File: config.mk
export PLATFORM = sky130hd
export DESIGN_NAME = esfa_run_sequencer
export DESIGN_NICKNAME = d
export VERILOG_FILES = /design/src/rtl/esfa_run_sequencer.sv
export SDC_FILE = /design/constraint.sdc
export NUM_CORES = 1
export LEC_CHECK = 0
export BUFFER_PORTS_ARGS = -buffer_cell sky130_fd_sc_hd__buf_2
export CORE_ASPECT_RATIO = 0.6
export CORE_MARGIN = 2
export CORE_UTILIZATION = 40
export CTS_BUF_LIST = sky130_fd_sc_hd__clkbuf_8 sky130_fd_sc_hd__clkbuf_16
export CTS_CLUSTER_SIZE = 25
export DETAILED_ROUTE_END_ITERATION = 12
export SYNTH_ARGS = -nofsm -noshare
export SYNTH_HDL_FRONTEND = slang
export SYNTH_SLANG_ARGS = --single-unit
File: constraint.sdc
create_clock -name clk -period 2.35 [get_ports clk]
set_input_delay 0.47 -clock clk [delete_from_list [all_inputs] [get_ports clk]]
set_output_delay 0.47 -clock clk [all_outputs]
set_load 0.01 [all_outputs]
File: src/rtl/esfa_run_sequencer.sv
// Batch run controller that drives ESFATop's doRun handshake, times each run and tallies results.
// Define ESFA_CYCLE_STATS_EN to add the minCycles/maxCycles run-length statistics outputs.

module esfa_run_sequencer #(
    parameter int CNT_W         = 32,
    parameter int RUNS_W        = 16,
    parameter int START_TIMEOUT = 64,
    parameter int RUN_TIMEOUT   = 2000000,
    parameter int GAP_CYCLES    = 4
) (
    input  logic              clk,
    input  logic              reset,
    input  logic              start,
    input  logic [RUNS_W-1:0] numRuns,
    output logic              doRun,
    input  logic              isRunning,
    input  logic              wasSuccessful,
    output logic              busy,
    output logic              done,
    output logic              timeoutErr,
    output logic [RUNS_W-1:0] passCount,
    output logic [RUNS_W-1:0] failCount,
    output logic [CNT_W-1:0]  lastCycles,
    output logic [RUNS_W-1:0] runIndex
`ifdef ESFA_CYCLE_STATS_EN
    ,
    output logic [CNT_W-1:0]  minCycles,
    output logic [CNT_W-1:0]  maxCycles
`endif
);

    localparam int GAP_W = (GAP_CYCLES > 1) ? $clog2(GAP_CYCLES) : 1;
    localparam logic [CNT_W-1:0] START_LIM = CNT_W'(START_TIMEOUT - 1);
    localparam logic [CNT_W-1:0] RUN_LIM   = CNT_W'(RUN_TIMEOUT - 1);
    localparam logic [CNT_W-1:0] RUN_MAX   = CNT_W'(RUN_TIMEOUT);
    localparam logic [GAP_W-1:0] GAP_LIM   = GAP_W'(GAP_CYCLES - 1);

    typedef enum logic [2:0] {
        IDLE,
        REQ,
        RUN,
        GAP,
        DONE
    } state_t;

    state_t            state;
    logic [RUNS_W-1:0] num_runs_q;
    logic [CNT_W-1:0]  wait_cnt;
    logic [CNT_W-1:0]  cyc_cnt;
    logic [GAP_W-1:0]  gap_cnt;

    function automatic logic [RUNS_W-1:0] sat_runs(input logic [RUNS_W-1:0] v);
        return (&v) ? v : v + RUNS_W'(1);
    endfunction

    function automatic logic [CNT_W-1:0] sat_cnt(input logic [CNT_W-1:0] v);
        return (&v) ? v : v + CNT_W'(1);
    endfunction

    always_ff @(posedge clk) begin
        if (!reset) begin
            state      <= IDLE;
            doRun      <= 1'b0;
            busy       <= 1'b0;
            done       <= 1'b0;
            timeoutErr <= 1'b0;
            passCount  <= '0;
            failCount  <= '0;
            lastCycles <= '0;
            runIndex   <= '0;
            num_runs_q <= '0;
            wait_cnt   <= '0;
            cyc_cnt    <= '0;
            gap_cnt    <= '0;
`ifdef ESFA_CYCLE_STATS_EN
            minCycles  <= '0;
            maxCycles  <= '0;
`endif
        end else begin
            case (state)
                IDLE, DONE: begin
                    if (start) begin
                        passCount  <= '0;
                        failCount  <= '0;
                        runIndex   <= '0;
                        timeoutErr <= 1'b0;
                        num_runs_q <= numRuns;
`ifdef ESFA_CYCLE_STATS_EN
                        minCycles  <= '1;
                        maxCycles  <= '0;
`endif
                        if (numRuns == '0) begin
                            state <= DONE;
                            done  <= 1'b1;
                            busy  <= 1'b0;
                            doRun <= 1'b0;
                        end else begin
                            state    <= REQ;
                            done     <= 1'b0;
                            busy     <= 1'b1;
                            doRun    <= 1'b1;
                            wait_cnt <= '0;
                        end
                    end
                end

                // The detecting edge already saw isRunning high, so it is the first counted cycle.
                // A start timeout still consumes a run slot so the batch always terminates.
                REQ: begin
                    if (isRunning) begin
                        state   <= RUN;
                        cyc_cnt <= CNT_W'(1);
                    end else if (wait_cnt == START_LIM) begin
                        state      <= GAP;
                        doRun      <= 1'b0;
                        gap_cnt    <= '0;
                        timeoutErr <= 1'b1;
                        failCount  <= sat_runs(failCount);
                        runIndex   <= sat_runs(runIndex);
                    end else begin
                        wait_cnt <= sat_cnt(wait_cnt);
                    end
                end

                RUN: begin
                    if (!isRunning) begin
                        state      <= GAP;
                        doRun      <= 1'b0;
                        gap_cnt    <= '0;
                        lastCycles <= cyc_cnt;
                        runIndex   <= sat_runs(runIndex);
                        if (wasSuccessful) passCount <= sat_runs(passCount);
                        else               failCount <= sat_runs(failCount);
`ifdef ESFA_CYCLE_STATS_EN
                        if (cyc_cnt < minCycles) minCycles <= cyc_cnt;
                        if (cyc_cnt > maxCycles) maxCycles <= cyc_cnt;
`endif
                    end else if (cyc_cnt >= RUN_LIM) begin
                        state      <= GAP;
                        doRun      <= 1'b0;
                        gap_cnt    <= '0;
                        lastCycles <= RUN_MAX;
                        timeoutErr <= 1'b1;
                        failCount  <= sat_runs(failCount);
                        runIndex   <= sat_runs(runIndex);
                    end else begin
                        cyc_cnt <= sat_cnt(cyc_cnt);
                    end
                end

                GAP: begin
                    if (gap_cnt == GAP_LIM) begin
                        if (runIndex == num_runs_q) begin
                            state <= DONE;
                            busy  <= 1'b0;
                            done  <= 1'b1;
                        end else begin
                            state    <= REQ;
                            doRun    <= 1'b1;
                            wait_cnt <= '0;
                        end
                    end else begin
                        gap_cnt <= gap_cnt + GAP_W'(1);
                    end
                end

                default: state <= IDLE;
            endcase
        end
    end

endmodule

# Word-level counts from Yosys, hierarchy flattened

Index checks and enable logic that the tools add are counted.

Register bits after elaboration: 169
Input port bits: 21
Logic and storage cells: 147

Add/sub/neg operators: 6
Order comparisons: 1
Equality and inequality tests: 29
Muxes and demuxes: 71
Reductions and logical operators: 27

Operator list:

| kind                                                                     | number |
|---|---|
| 32-bit two-way mux                                                       | 13 |
| 16-bit two-way mux                                                       | 15 |
| 16-bit one-hot mux with 3 select lines                                   | 2 |
| 32-bit one-hot mux with 3 select lines                                   | 1 |
| 32-bit by 1-bit adder with 32-bit output (second input constant)         | 2 |
| 32-bit one-hot mux with 2 select lines                                   | 1 |
| 32-bit AND reduction                                                     | 2 |
| 16-bit by 1-bit adder with 16-bit output (second input constant)         | 3 |
| 16-bit AND reduction                                                     | 3 |
| 2-bit != test (second input constant)                                    | 18 |
| 32-bit by 6-bit equality test with 1-bit output (second input constant)  | 1 |
| 32-bit by 21-bit >= comparator with 1-bit output (second input constant) | 1 |
| 16-bit one-hot mux with 2 select lines                                   | 1 |
| 3-bit two-way mux                                                        | 8 |
| 5-bit AND reduction                                                      | 4 |
| 1-bit two-way mux                                                        | 19 |
| 16-bit equality test                                                     | 1 |
| 16-bit logical NOT                                                       | 1 |
| 3-bit one-hot mux with 4 select lines                                    | 1 |
| 6-bit AND reduction                                                      | 2 |
| 2-bit two-way mux                                                        | 5 |
| 3-bit != test (second input constant)                                    | 3 |
| 3-bit nonzero test                                                       | 3 |
| 4-bit AND reduction                                                      | 2 |
| 17 further kinds                                                         | 22 |

# Longest topological paths before layout

Depth in word-level cells: 5
Depth in mapped cells: 9

# Least setup slack after synthesis

No wires, ideal clock.

Path type: register to register
From: register failCount[0]
To: register failCount[11]
Arrival time: 2172 ps
Slack: 47 ps
Stages on the path, launching flop included: 10
Period minus slack after synthesis: 2303 ps
Cell sequence: dfxtp_1 ha_1 nand3_1 nor4_1 a22o_1 clkbuf_1 or3_1 buf_2 buf_6 o21ai_1

Cells in the longest elaborated chain, start to end: 5
Elaborated cells on any way between the ends: 9
Classes of those cells: 1 x add/sub; 7 x mux; 1 x reduce/logical

Ends and longest elaborated chain:

| element                                                                          | RTL line      | text |
|---|---|---|
| start, declared                                                                  | 22            | `output logic [RUNS_W-1:0] failCount,` |
| start signal, assigned                                                           | 118           | `failCount <= sat_runs(failCount);` |
| start signal, assigned                                                           | 133           | `else failCount <= sat_runs(failCount);` |
| start signal, assigned                                                           | 144           | `failCount <= sat_runs(failCount);` |
| 16-bit by 1-bit adder with 16-bit output or 16-bit AND reduction (tied branches) | 53            | `return (&v) ? v : v + RUNS_W'(1);` |
| 16-bit two-way mux (*)                                                           | 53            |  |
| 16-bit two-way mux, on equally long branches                                     | 132, 113, 138 |  |
| 16-bit two-way mux, on equally long branches                                     | 126, 110      |  |
| 16-bit one-hot mux with 3 select lines (*)                                       | 80            | `case (state)` |

Every way passes the cells marked *; elsewhere a longest branch is shown, timed or not. The select of a mux whose other input is x is not followed.
A chain may end at the register's enable or synchronous reset.

# Worst setup path in the final report

From: register cyc_cnt[14]
To: register state[1]

Cells in the longest elaborated chain, start to end: 3

Ends and longest elaborated chain:

| element                                          | RTL line | text |
|---|---|---|
| start, declared                                  | 49       | `logic [CNT_W-1:0] cyc_cnt;` |
| start signal, assigned                           | 147      | `cyc_cnt <= sat_cnt(cyc_cnt);` |
| 32-bit by 21-bit >= comparator with 1-bit output | 138      | `end else if (cyc_cnt >= RUN_LIM) begin` |
| 3-bit != test (no source line)                   | -        |  |
| 4-bit AND reduction (no source line)             | -        |  |
| end signal, assigned                             | 139      | `state <= GAP;` |
| end signal, assigned                             | 154      | `state <= DONE;` |
| end signal, assigned                             | 158      | `state <= REQ;` |
| end, declared                                    | 46       | `state_t state;` |

Every way passes these cells.

==> metrics.txt <==
synthesis-to-layout area growth=27.3%; sw frac=36.1%; Peak supply drop=725 µV; Max Root-Sink Buffers=2; final count of hold timing violations=0; crit-path leading delay family=compound AO/OA/AOI/OAI gates; EDFF count, synth=0; HP Class=input port to register; main combinational cell family by area after synthesis=simple AND/OR/NAND/NOR gates; multiplexer area fraction after synthesis=0.358%; compound-gate portion of the synthesized area=24.1%; Slew Limit Fails=0; Cell Area, Synth=8390 µm²; Die X=191 µm; vias=8356; Die Y=116 µm; Wirelength per Cell=16.8 µm; Async SR Flop Fraction=0%; Placement Setup Slack=-18.4 ps; setup violators final=0; grt ovf=0; global placer's final weighted congestion=0.918; critical path arrival=2620 ps; Net Switching=3.33 mW; #FFs+latches synth=169; Clk network pwr share=32.3%; DR pass1 iterations=6; vias per cell=5.67; P_int=5.89 mW; Clock Latency Late Sink=440 ps; Antenna diodes=0; Distinct cells, synth=79; P per Cell Area=864 nW/µm²; die area=22200 µm²; actual slew at the worst max-slew pin=591 ps; H-Tree Depth=4; fin crit share=97.1%; worst path cell trace=nor4_4 > o211ai_1 > a2111o_2 > buf_4 > o211ai_1 > nor3_1 > a211oi_1; fillers=1935; Crit Path Class=register to register; vias in the first global route=7370; CP max-delay cell=a2111o_2; Buffers on Ports=104; critical path data required time=2690 ps; fraction of layout cells with a size suffix above 1=25.8%; Max Clk Rate=438 MHz; hold_sp=numRuns[2]; CTS clock-pin slew for the worst setup and hold paths=70 ps; row count=40; drt drc=0; reg2reg path depth=7; CTS Sinks=169; Hold Path Stages=3; clock skew=9.98 ps; status=completed; startpoint types=register; Max Fanout on Critical Path=7; setup TNS=0 ps; first-pass GRT wire length=39600 µm; TritonCTS Buffers=17; TritonCTS clock tree=built; DPL Wire Length=18100 µm; CTS Root Cell=clkbuf_16; antenna violation net count after detailed routing=0; Post-Synth Adder-Cell Area=0.895%; Crit path largest cell delay=570 ps; yosys warns=0; relative slew slack=60.5%; min cycle time layout=2280 ps; critical path startpoint=cyc_cnt[14]$_SDFFE_PN0P_; Mean Syn Cell Area=8.35 µm²; Crit path depth=7; crit-path most repeated cell=o211ai_1; setup ws final=69.3 ps; buffers and inverters on the worst path=1; Comb pwr share=33.0%; xor/xnor share of the synthesized area=3.34%; register area share after synthesis=40.3%; Pleak=4.27 nW; maxcap violations=0; Ports=105; gr usage total=22.5%; Core Area=20300 µm²; Synth Area in Simple Gates=26.7%; WL final=24800 µm; antenna violations before repair=0; largest net degree at the start of global routing=63; Starting Density=41.4%; fin nets=1214; Synthesized Nets=1031; r2r startpoint=cyc_cnt[14]$_SDFFE_PN0P_; CP Capture Type=register; Flop pwr share=34.7%; initial drt markers=670; Cells after Synth=1004; Post-synth top flop=dfxtp_1
## synth_stat cells (all sizes together) (2+ instances only)
cell	count	area, µm²
a31oi	16	100
o21ai	52	264
nor3b	3	27.5
and3	25	156
ha	6	75.1
a21o	2	15.0
and2	10	62.6
o31a	2	17.5
nor3	19	95.1
o211ai	28	210
nor2	72	273
nor4	29	209
nand4	30	188
a21boi	6	45.1
dfxtp	169	3380
nand2	104	390
inv	12	45.0
nand3	53	270
a22oi	2	15.0
o32ai	2	17.5
o31ai	20	155
o22ai	7	43.8
or4	24	180
and4	9	78.8
a21oi	74	374
clkbuf	44	165
nand3b	7	52.6
o221a	7	78.8
or3b	4	35.0
buf	24	139
or2	6	37.5
o41ai	9	124
a41oi	2	17.5
o2111ai	6	52.6
xor2	30	263
nand4b	4	35.0
a211oi	5	42.5
o311ai	3	26.3
xnor2	2	17.5
mux2i	3	30.0
a22o	27	236
o21a	9	67.6
or3	18	113
## kinds of logic (layout without fill, tap and decap cells)
kind of cell,after synthesis,in the layout
compound gates,291,291
xor+xnor,32,32
fa+ha+maj,6,6
buf+inv,81,277
flops,169,169
mux,3,3
simple gates,422,422
## state kept, by name (all words and copies together), names as in the netlist
register / cells
cyc_cnt: 32
lastCycles: 32
wait_cnt: 32
failCount: 16
num_runs_q: 16
passCount: 16
runIndex: 16
state: 3
gap_cnt: 2
busy: 1
doRun: 1
done: 1
timeoutErr: 1
## placed cells by master (no fill, tap or decap), types with 4 or more instances in the layout
master     synthesis  routed
nand3_1           52      52
a211oi_1           4       4
dfxtp_2            0       4
nor2_1            71      70
and3_1            25      25
o2111ai_1          6       6
dfxtp_1          169     165
o31ai_1           19      19
nand4b_1           4       4
a21boi_0           5       5
nand3b_1           7       7
buf_4              1     119
inv_1             12      13
a31oi_1           16      16
nand2_1          104     103
o21a_1             9       9
o21ai_1           10      15
o41ai_2            6       6
buf_2             18     104
nand4_1           30      30
o22ai_1            7       7
o221a_2            7       7
a22o_1            27      27
o211ai_1          28      28
or4_1             24      24
and2_1             9       8
or3_1             18      17
xor2_1            30      30
a21oi_1           73      73
o21ai_0           41      36
buf_12             0       4
nor4_1            26      24
and4_1             9       9
clkbuf_16          0      17
ha_1               6       5
nor3_1            19      19
inv_6              0       6
or2_2              5       5
## per-stage QoR
stage	instances	power, mW	cell area, µm²	util [%]	hold WS (ps)
floorplan	1004	4.98	8390	-	438
global route	1473	9.68	10700	52.7	292
detailed placement	1438	6.13	9950	49.1	460
global placement	1438	6.12	9950	49.1	449
finish	1473	9.23	10700	52.7	286
CTS	1470	9.11	10600	52.3	271
## layer usage
metal  share of wire, %  wire [µm]  global-route usage, %
met2                 38       9340                   29.7
met4               0.82        203                   5.27
met5                  0          0                      0
met3                7.2       1770                   4.54
met1                 54      13500                   36.3
## area by class of cell
| type | instances | area (µm²) | share of cell area (%) |
|---|---|---|---|
| multi-input combinational | 754 | 4730 | 44.3 |
| sequential | 169 | 3390 | 31.7 |
| timing repair buffer | 232 | 1560 | 14.6 |
| clock buffer | 17 | 425 | 3.98 |
| tap | 273 | 342 | 3.20 |
| clock inverter | 15 | 190 | 1.78 |
| inverter | 13 | 48.8 | 0.457 |
## worst paths after layout
kind                                              endpoint  slack (ps)
worst max-delay path                 state[1]$_SDFFE_PN0P_          70
worst max register to register       state[1]$_SDFFE_PN0P_          70
worst min-delay path            num_runs_q[2]$_SDFFE_PN0P_         290
worst min register to register  num_runs_q[8]$_SDFFE_PN0P_         470
## worst min-delay path, cell delays in order
cell and delay, ps:
buf_2 100, nand2_1 50, a21oi_1 50
## power groups by stage
| stage | registers [mW] | logic, mW | clock network [mW] |
|---|---|---|---|
| finish | 3.20 | 3.05 | 2.98 |
| global route | 3.22 | 3.31 | 3.15 |
| CTS | 3.19 | 2.90 | 3.02 |
| detailed placement | 3.26 | 2.88 | 0 |
| global placement | 3.26 | 2.87 | 0 |
| floorplan | 3.23 | 1.75 | 0 |
## timing repair
item	4_1_cts	5_1_grt
setup buffers	0	3
pin swaps	1	11
setup endpoints to repair	5	37
hold buffers	0	0
resized for setup	3	23
Note: power is estimated with default switching activity, not from simulation.
